**config.mk**
```make
export PLATFORM = sky130hd
export DESIGN_NAME = decode_stage
export DESIGN_NICKNAME = d
export VERILOG_FILES = /design/src/rtl/rv32_pkg.sv /design/src/rtl/decode_stage_imm_gen.sv /design/src/rtl/decode_stage.sv
export SDC_FILE = /design/constraint.sdc
export NUM_CORES = 1
export LEC_CHECK = 0
export CAP_MARGIN = 25
export CORE_MARGIN = 4
export CORE_UTILIZATION = 56
export CTS_BUF_LIST = sky130_fd_sc_hd__clkbuf_4 sky130_fd_sc_hd__clkbuf_8
export DETAILED_ROUTE_END_ITERATION = 16
export DONT_BUFFER_PORTS = 1
export HOLD_SLACK_MARGIN = 0.06
export PLACE_DENSITY = 0.71
export SYNTH_ARGS = -nofsm -noshare
export SYNTH_HDL_FRONTEND = slang
export SYNTH_HIERARCHICAL = 1
export SYNTH_SLANG_ARGS = --single-unit
```
**constraint.sdc**
```tcl
create_clock -name CLK -period 1.7 [get_ports CLK]
set_input_delay 0.17 -clock CLK [delete_from_list [all_inputs] [get_ports CLK]]
set_output_delay 0.17 -clock CLK [all_outputs]
set_load 0.005 [all_outputs]
```
**src/rtl/rv32_pkg.sv**
```systemverilog
// ---------------------------------------------------------------------------
// rv32_pkg
// Shared definitions for the AtomRV32 decode and execute stages.
//   - opcode constants (shared with the ALU execute stage)
//   - immediate-format enumeration
//   - decoded-instruction record held in the decode stage's main/skid entries
// No ports; imported with `import rv32_pkg::*;`.
// ---------------------------------------------------------------------------
package rv32_pkg;

    localparam int XLEN  = 32;
    localparam int OPC_W = 7;

    localparam logic [OPC_W-1:0] BRANCH = 7'b1100011;
    localparam logic [OPC_W-1:0] OP     = 7'b0110011;
    localparam logic [OPC_W-1:0] OP_IMM = 7'b0010011;
    localparam logic [OPC_W-1:0] JAL    = 7'b1101111;
    localparam logic [OPC_W-1:0] JALR   = 7'b1100111;
    localparam logic [OPC_W-1:0] LOAD   = 7'b0000011;
    localparam logic [OPC_W-1:0] STORE  = 7'b0100011;
    localparam logic [OPC_W-1:0] LUI    = 7'b0110111;
    localparam logic [OPC_W-1:0] AUIPC  = 7'b0010111;

    typedef enum logic [2:0] {
        IMM_I,
        IMM_S,
        IMM_B,
        IMM_U,
        IMM_J,
        IMM_NONE
    } imm_fmt_e;

    typedef struct packed {
        logic [XLEN-1:0]  pc;
        logic [XLEN-1:0]  rs1;
        logic [XLEN-1:0]  rs2;
        logic [XLEN-1:0]  imm;
        logic [OPC_W-1:0] opcode;
        logic [2:0]       funct3;
        logic [6:0]       funct7;
        logic [4:0]       rd;
        logic             illegal;
    } decoded_t;

endpackage

```
**src/rtl/decode_stage_imm_gen.sv**
```systemverilog
// ---------------------------------------------------------------------------
// imm_gen
// Purely combinational immediate generator. Chooses the immediate format
// from the opcode, builds the sign-extended immediate and flags opcodes the
// core does not implement.
// Ports:
//   instr   in  32  instruction word
//   imm     out 32  sign-extended immediate (0 for OP and for illegal words)
//   illegal out 1   opcode unsupported or instr[1:0] != 2'b11
// ---------------------------------------------------------------------------
module imm_gen
    import rv32_pkg::*;
(
    input  logic [XLEN-1:0] instr,
    output logic [XLEN-1:0] imm,
    output logic            illegal
);

    imm_fmt_e fmt;
    logic     known_opcode;

    always_comb begin
        fmt          = IMM_NONE;
        known_opcode = 1'b1;
        case (instr[OPC_W-1:0])
            OP_IMM, LOAD, JALR: fmt = IMM_I;
            STORE:              fmt = IMM_S;
            BRANCH:             fmt = IMM_B;
            LUI, AUIPC:         fmt = IMM_U;
            JAL:                fmt = IMM_J;
            OP:                 fmt = IMM_NONE;
            default:            known_opcode = 1'b0;
        endcase
    end

    // The low two bits are already part of every opcode constant, but the
    // compressed-encoding check is kept explicit so it survives opcode edits.
    assign illegal = !known_opcode || (instr[1:0] != 2'b11);

    always_comb begin
        imm = '0;
        if (!illegal) begin
            case (fmt)
                IMM_I: imm = {{20{instr[31]}}, instr[31:20]};
                IMM_S: imm = {{20{instr[31]}}, instr[31:25], instr[11:7]};
                IMM_B: imm = {{19{instr[31]}}, instr[31], instr[7],
                              instr[30:25], instr[11:8], 1'b0};
                IMM_U: imm = {instr[31:12], 12'b0};
                IMM_J: imm = {{11{instr[31]}}, instr[31], instr[19:12],
                              instr[20], instr[30:21], 1'b0};
                default: imm = '0;
            endcase
        end
    end

endmodule

```
**src/rtl/decode_stage.sv**
```systemverilog
// ---------------------------------------------------------------------------
// decode_stage
// AtomRV32 instruction decode pipeline stage. Decodes the offered instruction
// at accept time and hands the result to execute through a two-entry skid
// buffer (main entry drives the outputs, skid entry absorbs one extra word),
// so INSTR_READY is a flop and execute back-pressure never reaches fetch
// combinationally.
// Ports:
//   CLK, RST                 clock, synchronous active-high reset
//   INSTR_VALID/INSTR_READY  fetch-side handshake (INSTR_READY registered)
//   INSTR_IN, PC_IN          instruction word and its PC
//   RS1_ADDR, RS2_ADDR       register-file read addresses (combinational)
//   RS1_DATA, RS2_DATA       register-file read data, captured on accept
//   FLUSH                    drop every held and offered instruction
//   EX_VALID/EX_READY        execute-side handshake
//   PC_OUT, RS1_OUT, RS2_OUT, IMM_OUT, OPCODE, FUNCT3, FUNCT7, RD_ADDR,
//   ILLEGAL                  decoded instruction for the ALU stage
// ---------------------------------------------------------------------------
module decode_stage
    import rv32_pkg::*;
#(
    parameter int DATA_WIDTH   = 32,
    parameter int OPCODE_WIDTH = 7
) (
    input  logic                    CLK,
    input  logic                    RST,
    input  logic                    INSTR_VALID,
    output logic                    INSTR_READY,
    input  logic [DATA_WIDTH-1:0]   INSTR_IN,
    input  logic [DATA_WIDTH-1:0]   PC_IN,
    output logic [4:0]              RS1_ADDR,
    output logic [4:0]              RS2_ADDR,
    input  logic [DATA_WIDTH-1:0]   RS1_DATA,
    input  logic [DATA_WIDTH-1:0]   RS2_DATA,
    input  logic                    FLUSH,
    output logic                    EX_VALID,
    input  logic                    EX_READY,
    output logic [DATA_WIDTH-1:0]   PC_OUT,
    output logic [DATA_WIDTH-1:0]   RS1_OUT,
    output logic [DATA_WIDTH-1:0]   RS2_OUT,
    output logic [DATA_WIDTH-1:0]   IMM_OUT,
    output logic [OPCODE_WIDTH-1:0] OPCODE,
    output logic [2:0]              FUNCT3,
    output logic [6:0]              FUNCT7,
    output logic [4:0]              RD_ADDR,
    output logic                    ILLEGAL
);

    decoded_t main_reg, main_next;
    decoded_t skid_reg, skid_next;
    logic     main_valid_reg, main_valid_next;
    logic     skid_valid_reg, skid_valid_next;
    logic     ready_reg;

    decoded_t        in_dec;
    logic [XLEN-1:0] gen_imm;
    logic            gen_illegal;
    logic            accept;
    logic            deliver;

    assign RS1_ADDR = INSTR_IN[19:15];
    assign RS2_ADDR = INSTR_IN[24:20];

    imm_gen u_imm_gen (
        .instr   (INSTR_IN),
        .imm     (gen_imm),
        .illegal (gen_illegal)
    );

    always_comb begin
        in_dec         = '0;
        in_dec.pc      = PC_IN;
        in_dec.rs1     = RS1_DATA;
        in_dec.rs2     = RS2_DATA;
        in_dec.imm     = gen_imm;
        in_dec.opcode  = INSTR_IN[OPC_W-1:0];
        in_dec.funct3  = INSTR_IN[14:12];
        in_dec.funct7  = INSTR_IN[31:25];
        in_dec.rd      = INSTR_IN[11:7];
        in_dec.illegal = gen_illegal;
    end

    assign accept  = INSTR_VALID && ready_reg;
    assign deliver = main_valid_reg && EX_READY;

    // ready_reg is only high while the skid entry is empty, so the FULL
    // branch never has to consider a simultaneous accept.
    always_comb begin
        main_next       = main_reg;
        skid_next       = skid_reg;
        main_valid_next = main_valid_reg;
        skid_valid_next = skid_valid_reg;
        if (FLUSH) begin
            main_valid_next = 1'b0;
            skid_valid_next = 1'b0;
        end else if (!main_valid_reg) begin
            if (accept) begin
                main_next       = in_dec;
                main_valid_next = 1'b1;
            end
        end else if (!skid_valid_reg) begin
            if (accept && deliver) begin
                main_next = in_dec;
            end else if (accept) begin
                skid_next       = in_dec;
                skid_valid_next = 1'b1;
            end else if (deliver) begin
                main_valid_next = 1'b0;
            end
        end else if (deliver) begin
            main_next       = skid_reg;
            skid_valid_next = 1'b0;
        end
    end

    always_ff @(posedge CLK) begin
        if (RST) begin
            main_reg       <= '0;
            skid_reg       <= '0;
            main_valid_reg <= 1'b0;
            skid_valid_reg <= 1'b0;
            ready_reg      <= 1'b0;
        end else begin
            main_reg       <= main_next;
            skid_reg       <= skid_next;
            main_valid_reg <= main_valid_next;
            skid_valid_reg <= skid_valid_next;
            ready_reg      <= !skid_valid_next;
        end
    end

    assign INSTR_READY = ready_reg;
    assign EX_VALID    = main_valid_reg;
    assign PC_OUT      = main_reg.pc;
    assign RS1_OUT     = main_reg.rs1;
    assign RS2_OUT     = main_reg.rs2;
    assign IMM_OUT     = main_reg.imm;
    assign OPCODE      = main_reg.opcode;
    assign FUNCT3      = main_reg.funct3;
    assign FUNCT7      = main_reg.funct7;
    assign RD_ADDR     = main_reg.rd;
    assign ILLEGAL     = main_reg.illegal;

endmodule
```
# Word level (Yosys, flattened, before mapping)
# Cells that the tools add are included.
[op_classes]
n_eq_ne = 16
mux = 19
bitwise_logic = 3
n_reduce_logical = 14
[op_table]
columns = ["op", "n"]
rows = [
  ["2-to-1 mux 151 bit", 5],
  ["one-hot mux 32 bit (5 select lines)", 1],
  ["2-to-1 mux 32 bit", 1],
  ["equality test 7 x 6 -> 1 bit, second input constant", 3],
  ["equality test 7 bit, second input constant", 3],
  ["one-hot mux 3 bit (5 select lines)", 1],
  ["equality test 7 x 5 -> 1 bit, second input constant", 2],
  ["2-to-1 mux 1 bit", 11],
  ["OR reduction 9 bit", 1],
  ["equality test 7 x 2 -> 1 bit, second input constant", 1],
  ["equality test 3 x 2 -> 1 bit, second input constant", 2],
  ["AND reduction 5 bit", 1],
  ["AND reduction 4 bit", 1],
  ["OR reduction 2 bit", 2],
  ["equality test 3 x 1 -> 1 bit, second input constant", 1],
  ["equality test 3 bit, second input constant", 1],
  ["logical AND 1 bit", 3],
  ["zero test 3 bit", 1],
  ["inequality test 3 x 1 -> 1 bit, second input constant", 1],
  ["inequality test 3 x 2 -> 1 bit, second input constant", 1],
  ["NOT 1 bit", 3],
  ["OR reduction 3 bit", 1],
  ["zero test 1 bit", 2],
  ["inequality test 2 bit, second input constant", 1],
  ["2 further kinds", 2],
]
[word_totals]
reg_bits = 305
word_cells = 73

# Depth between registers and ports, before layout
[depth]
word_depth = 9
depth_mapped = 8
mapped_depth_nobuf = 6

# By module
# Netlist, hierarchy kept.
[by_module_without_submodules]
columns = ["module", "instances", "cells_per_inst", "area_per_inst_um2", "seq_area_each_um2"]
rows = [
  ["decode_stage", 1, 1603, 13026.2, 6105.9],
  ["imm_gen", 1, 79, 541.8, 0.0],
]

# Worst setup path before layout
# Ideal clock, no wire load.
[synth_path]
path_kind = "input -> register"
from = "input port INSTR_IN[3]"
to = "register main_reg, in the netlist IMM_OUT[25]"
t_arrival_ps = 1565
t_required_ps = 1609
setup_slack_ps = 44
cell_stages = 8
path_buffers = 2
cell_sequence = "buf_6 nor2b_4 or4_4 a21oi_2 buf_6 a21o_1 nand2_1 a311oi_1"
[synth_between]
elab_chain_cells = 9
[synth_lines]
columns = ["item", "line_no", "text"]
rows = [
  ["from (decl)", "decode_stage.sv:29", "input logic [DATA_WIDTH-1:0] INSTR_IN,"],
  ["equality test 7 x 5 -> 1 bit, or another cell as far along", "decode_stage_imm_gen.sv:25", "case (instr[OPC_W-1:0])"],
  ["OR reduction 3 bit, or another cell as far along", "n/a", ""],
  ["one-hot mux 3 bit (5 select lines) or 2-to-1 mux 1 bit (tied branches)", "decode_stage_imm_gen.sv:25", ""],
  ["equality test 3 bit, or another cell as far along", "decode_stage_imm_gen.sv:43", "case (fmt)"],
  ["one-hot mux 32 bit (5 select lines) or logical OR 1 bit (tied branches)", "decode_stage_imm_gen.sv:43, decode_stage_imm_gen.sv:38", ""],
  ["2-to-1 mux 32 bit *", "decode_stage_imm_gen.sv:42", "if (!illegal) begin"],
  ["via gen_imm[25]", "decode_stage.sv:56", "logic [XLEN-1:0] gen_imm;"],
  ["2-to-1 mux 151 bit", "decode_stage.sv:102", "if (accept && deliver) begin"],
  ["2-to-1 mux 151 bit", "decode_stage.sv:101", "end else if (!skid_valid_reg) begin"],
  ["2-to-1 mux 151 bit *", "decode_stage.sv:96", "end else if (!main_valid_reg) begin"],
  ["to (signal assigned)", "decode_stage.sv:124", "main_reg <= main_next;"],
  ["to (decl)", "decode_stage.sv:49", "decoded_t main_reg, main_next;"],
]
# The timed path passes the listed nets; every way through them passes the cells marked *. The select of a mux whose other input is x is not followed.
# A chain may end at the register's enable or synchronous reset.

# Final worst setup path
[layout_path]
from = "register main_valid_reg, in the netlist EX_VALID"
to = "register skid_reg[112] in the netlist's numbering"
[layout_between]
elab_chain_cells = 4
[layout_lines]
columns = ["item", "line_no", "text"]
rows = [
  ["from (decl)", "decode_stage.sv:51", "logic main_valid_reg, main_valid_next;"],
  ["from (signal assigned)", "decode_stage.sv:126", "main_valid_reg <= main_valid_next;"],
  ["logical AND 1 bit", "decode_stage.sv:84", "assign deliver = main_valid_reg && EX_READY;"],
  ["logical AND 1 bit", "decode_stage.sv:102", ""],
  ["NOT 1 bit (no line)", "n/a", ""],
  ["AND reduction 5 bit (no line) *", "n/a", ""],
  ["to (signal assigned)", "decode_stage.sv:125", "skid_reg <= skid_next;"],
  ["to (decl)", "decode_stage.sv:50", "decoded_t skid_reg, skid_next;"],
]
# Mark *: on every way between the ends. The rest lies on a longest branch, timed or not.

==> run_summary.xml <==
<?xml version="1.0" encoding="UTF-8"?>
<metrics>
  <group name="critical_path">
    <metric name="crit_end_category" unit="">register</metric>
    <metric name="crit_path_max_fanout" unit="">36</metric>
    <metric name="worstSetupStartpoint" unit="">EX_VALID</metric>
    <metric name="critical_path_data_arrival_time" unit="ns">2.11</metric>
    <metric name="critPathLaunchType" unit="">register</metric>
    <metric name="cp.required" unit="ns">2.13</metric>
    <metric name="timing.rr.start" unit="">EX_VALID</metric>
    <metric name="class_of_the_most_critical_setup_path" unit="">reg -&gt; reg</metric>
  </group>
  <group name="global_routing">
    <metric name="number_of_antenna_violations_at_the_first_check_in_global_routing" unit="">0</metric>
    <metric name="first_global_vias" unit="">12446</metric>
    <metric name="grt.busiest_layer" unit="">met2</metric>
    <metric name="grt.met2_usage" unit="%">47.7</metric>
    <metric name="grt_pass1_wl" unit="um">69700</metric>
    <metric name="global_route.usage.total" unit="%">31.4</metric>
    <metric name="global_route.overflow_total" unit="">0</metric>
    <metric name="grt.met1_usage" unit="%">40.5</metric>
    <metric name="grt_util_met3" unit="%">12.2</metric>
    <metric name="largest_net_degree_at_the_start_of_global_routing" unit="">306</metric>
  </group>
  <group name="placement">
    <metric name="globalplace.congestion" unit="">0.832</metric>
    <metric name="placed_area" unit="mm2">0.0138</metric>
    <metric name="io_buffers" unit="">0</metric>
    <metric name="detailedPlacementHpwl" unit="um">25100</metric>
  </group>
  <group name="drt">
    <metric name="dr.pass1.iters" unit="">6</metric>
    <metric name="routed_vias" unit="">13538</metric>
    <metric name="route.final.wire_length" unit="um">45500</metric>
    <metric name="wl_per_cell" unit="um">23.4</metric>
    <metric name="post_detailed_route_via_to_cell_ratio" unit="">6.96</metric>
    <metric name="first_iter_violations" unit="">1984</metric>
    <metric name="post_route_drc_violation_count" unit="">0</metric>
    <metric name="final_antenna_net_count" unit="">0</metric>
  </group>
  <group name="final_layout">
    <metric name="area_growth_syn_to_layout" unit="%">12.2</metric>
    <metric name="layout.nets" unit="">1726</metric>
    <metric name="largest_register_ff_count" unit="">151</metric>
    <metric name="final_layout_size_suffix_gt1_share" unit="%">10.3</metric>
    <metric name="n_antenna_cell" unit="">0</metric>
    <metric name="postLayoutCellArea" unit="mm2">0.0152</metric>
    <metric name="nFillCells" unit="">2034</metric>
    <metric name="final_core_utilization" unit="%">64.3</metric>
  </group>
  <group name="cts">
    <metric name="clock_sinks" unit="">305</metric>
    <metric name="cts-root-buf" unit="">sky130_fd_sc_hd__clkbuf_8</metric>
    <metric name="worst_skew_pair.late_latency" unit="ns">0.56</metric>
    <metric name="h-tree-depth" unit="">2</metric>
    <metric name="tritoncts" unit="">built</metric>
    <metric name="cts_made_buffers" unit="">49</metric>
    <metric name="path_clk_slew" unit="ns">0.06</metric>
    <metric name="max-clock-path-buffers" unit="">3</metric>
    <metric name="setup_buffers_after_cts" unit="">0</metric>
  </group>
  <group name="sta">
    <metric name="slew-limit-headroom" unit="%">62.3</metric>
    <metric name="final_hold_viol_count" unit="">292</metric>
    <metric name="min_period_over_period" unit="%">98.8</metric>
    <metric name="rsz0062_at_grt" unit="">true</metric>
    <metric name="timing.final.max_slew_violations" unit="">0</metric>
    <metric name="timing_worst_slew_pin_value" unit="ns">0.566</metric>
    <metric name="worst_hold_slack" unit="ns">-0.300</metric>
    <metric name="setup_viol_count_final" unit="">0</metric>
    <metric name="max_clock_freq" unit="MHz">595</metric>
    <metric name="worst_clock_skew" unit="ns">0.0151</metric>
    <metric name="period_minus_slack" unit="ns">1.68</metric>
  </group>
  <group name="floorplanning">
    <metric name="dieHeight" unit="um">164</metric>
    <metric name="fp-row-count" unit="">56</metric>
    <metric name="die_w" unit="um">164</metric>
    <metric name="io_pins" unit="">296</metric>
    <metric name="design.die.area" unit="mm2">0.0268</metric>
    <metric name="floorplan.core_area" unit="mm2">0.0237</metric>
    <metric name="initial_core_util" unit="%">57.3</metric>
  </group>
  <group name="synthesis">
    <metric name="ys_async_sr_fraction" unit="%">0</metric>
    <metric name="synth.top_cell.area_share" unit="%">45.0</metric>
    <metric name="post_synth_inst_count" unit="">1682</metric>
    <metric name="yosys_register_bits" unit="">305</metric>
    <metric name="ys_top_cells_by_count" unit="">sky130_fd_sc_hd__nand3_1, sky130_fd_sc_hd__dfxtp_1, sky130_fd_sc_hd__clkbuf_1, sky130_fd_sc_hd__nand2_1, sky130_fd_sc_hd__a31oi_1</metric>
    <metric name="synth_enable_flop_cells" unit="">0</metric>
    <metric name="synth_most_common_cell" unit="">sky130_fd_sc_hd__nand3_1</metric>
    <metric name="synth_warnings" unit="">6</metric>
    <metric name="number_of_distinct_library_cells_after_synthesis" unit="">39</metric>
    <metric name="mappedNetlistArea" unit="mm2">0.0136</metric>
    <metric name="mapped_nets" unit="">1815</metric>
    <metric name="synthFlopType" unit="">sky130_fd_sc_hd__dfxtp_1</metric>
    <metric name="synthDominantAreaCellType" unit="">sky130_fd_sc_hd__dfxtp_1</metric>
    <metric name="ys_seq_area_share" unit="%">45.0</metric>
    <metric name="post_synth_main_area_contributors" unit="">sky130_fd_sc_hd__dfxtp_1, sky130_fd_sc_hd__nand3_1, sky130_fd_sc_hd__a311oi_1</metric>
    <metric name="postSynthAreaPerCell" unit="um2">8.07</metric>
  </group>
  <group name="run_status">
    <metric name="violations" unit="">hold timing</metric>
    <metric name="status" unit="">finished with violations</metric>
  </group>
  <group name="worst_hold_path">
    <metric name="holdCritPathClass" unit="">in -&gt; reg</metric>
    <metric name="hold_path.startpoint" unit="">RST</metric>
  </group>
  <group name="power_and_ir_drop">
    <metric name="p_leak" unit="nW">4.98</metric>
    <metric name="power.ir.vdd_worst" unit="uV">621</metric>
    <metric name="power.density_cell_area" unit="mW/mm2">1000</metric>
  </group>
  <group name="job">
    <metric name="maxCapViolCount" unit="">0</metric>
  </group>
</metrics>
## routing by layer
layer | share of wire, % | wire length, um
met1 | 39 | 17700
met2 | 46 | 20900
met3 | 12 | 5650
met4 | 2.7 | 1230
met5 | 0 | 0
## final timing paths
kind                   endpoint  slack [ns]  cells past startpoint
setup / recovery  skid_reg[112]        0.02                      4
hold / removal    skid_reg[132]       -0.30                      1
setup reg to reg  skid_reg[112]        0.02                      4
hold reg to reg       PC_OUT[3]        0.47                      2
## cells by family after synthesis
| logic type | after synthesis | synth area share (%) |
|---|---|---|
| compound gates | 642 | 30.0 |
| flops | 305 | 45.0 |
| buf+inv | 233 | 7.35 |
| simple gates | 502 | 17.6 |
## final cells by class
class	instances	area, um2	area share [%]
clock inverter	7	62.6	0.411
sequential	305	6110	40.2
multi-input combinational	1144	6510	42.8
clock buffer	78	973	6.40
tap	319	399	2.62
inverter	1	6.26	0.0411
timing repair buffer	92	1150	7.58
## metrics by stage
step	setup slack, ns	std cells	power, W	TNS, ns
2_1_floorplan	0.0436	1682	0.00844	0
3_3_place_gp	0.0590	1824	0.00864	0
3_5_place_dp	0.0125	1824	0.00866	0
4_1_cts	0.0207	1910	0.0152	0
5_1_grt	-0.00915	1946	0.0158	-0.00930
6_report	0.0202	1946	0.0153	0
## cell usage in the layout (no fill, tap or decap), types with 2 or more instances in the layout
master	count
sky130_fd_sc_hd__a31oi_1	153
sky130_fd_sc_hd__buf_4	24
sky130_fd_sc_hd__clkbuf_8	62
sky130_fd_sc_hd__nor2b_1	11
sky130_fd_sc_hd__dlygate4sd3_1	37
sky130_fd_sc_hd__a21o_2	9
sky130_fd_sc_hd__a22o_1	4
sky130_fd_sc_hd__dfxtp_4	2
sky130_fd_sc_hd__dfxtp_1	302
sky130_fd_sc_hd__nor3_1	2
sky130_fd_sc_hd__clkinv_2	5
sky130_fd_sc_hd__nand2_1	158
sky130_fd_sc_hd__clkbuf_4	16
sky130_fd_sc_hd__nor2_1	4
sky130_fd_sc_hd__a21oi_1	152
sky130_fd_sc_hd__o21ai_0	128
sky130_fd_sc_hd__nand4_1	2
sky130_fd_sc_hd__nand2_4	2
sky130_fd_sc_hd__nand2b_1	3
sky130_fd_sc_hd__buf_6	2
sky130_fd_sc_hd__nand3_1	306
sky130_fd_sc_hd__buf_12	29
sky130_fd_sc_hd__a21oi_2	2
sky130_fd_sc_hd__o21ai_1	27
sky130_fd_sc_hd__a311oi_1	152
sky130_fd_sc_hd__and3b_1	2
sky130_fd_sc_hd__a21o_1	10
## report_power, final
part | internal [W] | switching, W | leakage, nW | total, W
registers | 0.00735 | 0.000193 | 2.48 | 0.00754
clock network | 0.00376 | 0.00287 | 0.553 | 0.00664
logic | 0.000418 | 0.000686 | 1.95 | 0.00110
## what timing repair did
action	in CTS	in global routing
hold buffers	1	36
hold endpoints to repair	305	305
gates resized for setup	1	11
setup endpoints to repair	1	15
## worst max-delay path, cell delays in order, from the launching register on
cell and delay (ns):
sky130_fd_sc_hd__dfxtp_4 0.44, sky130_fd_sc_hd__or4b_4 0.58, sky130_fd_sc_hd__buf_12 0.21, sky130_fd_sc_hd__o21ai_0 0.21, sky130_fd_sc_hd__a21oi_1 0.10
No activity file was read; power rests on OpenSTA's default activity.
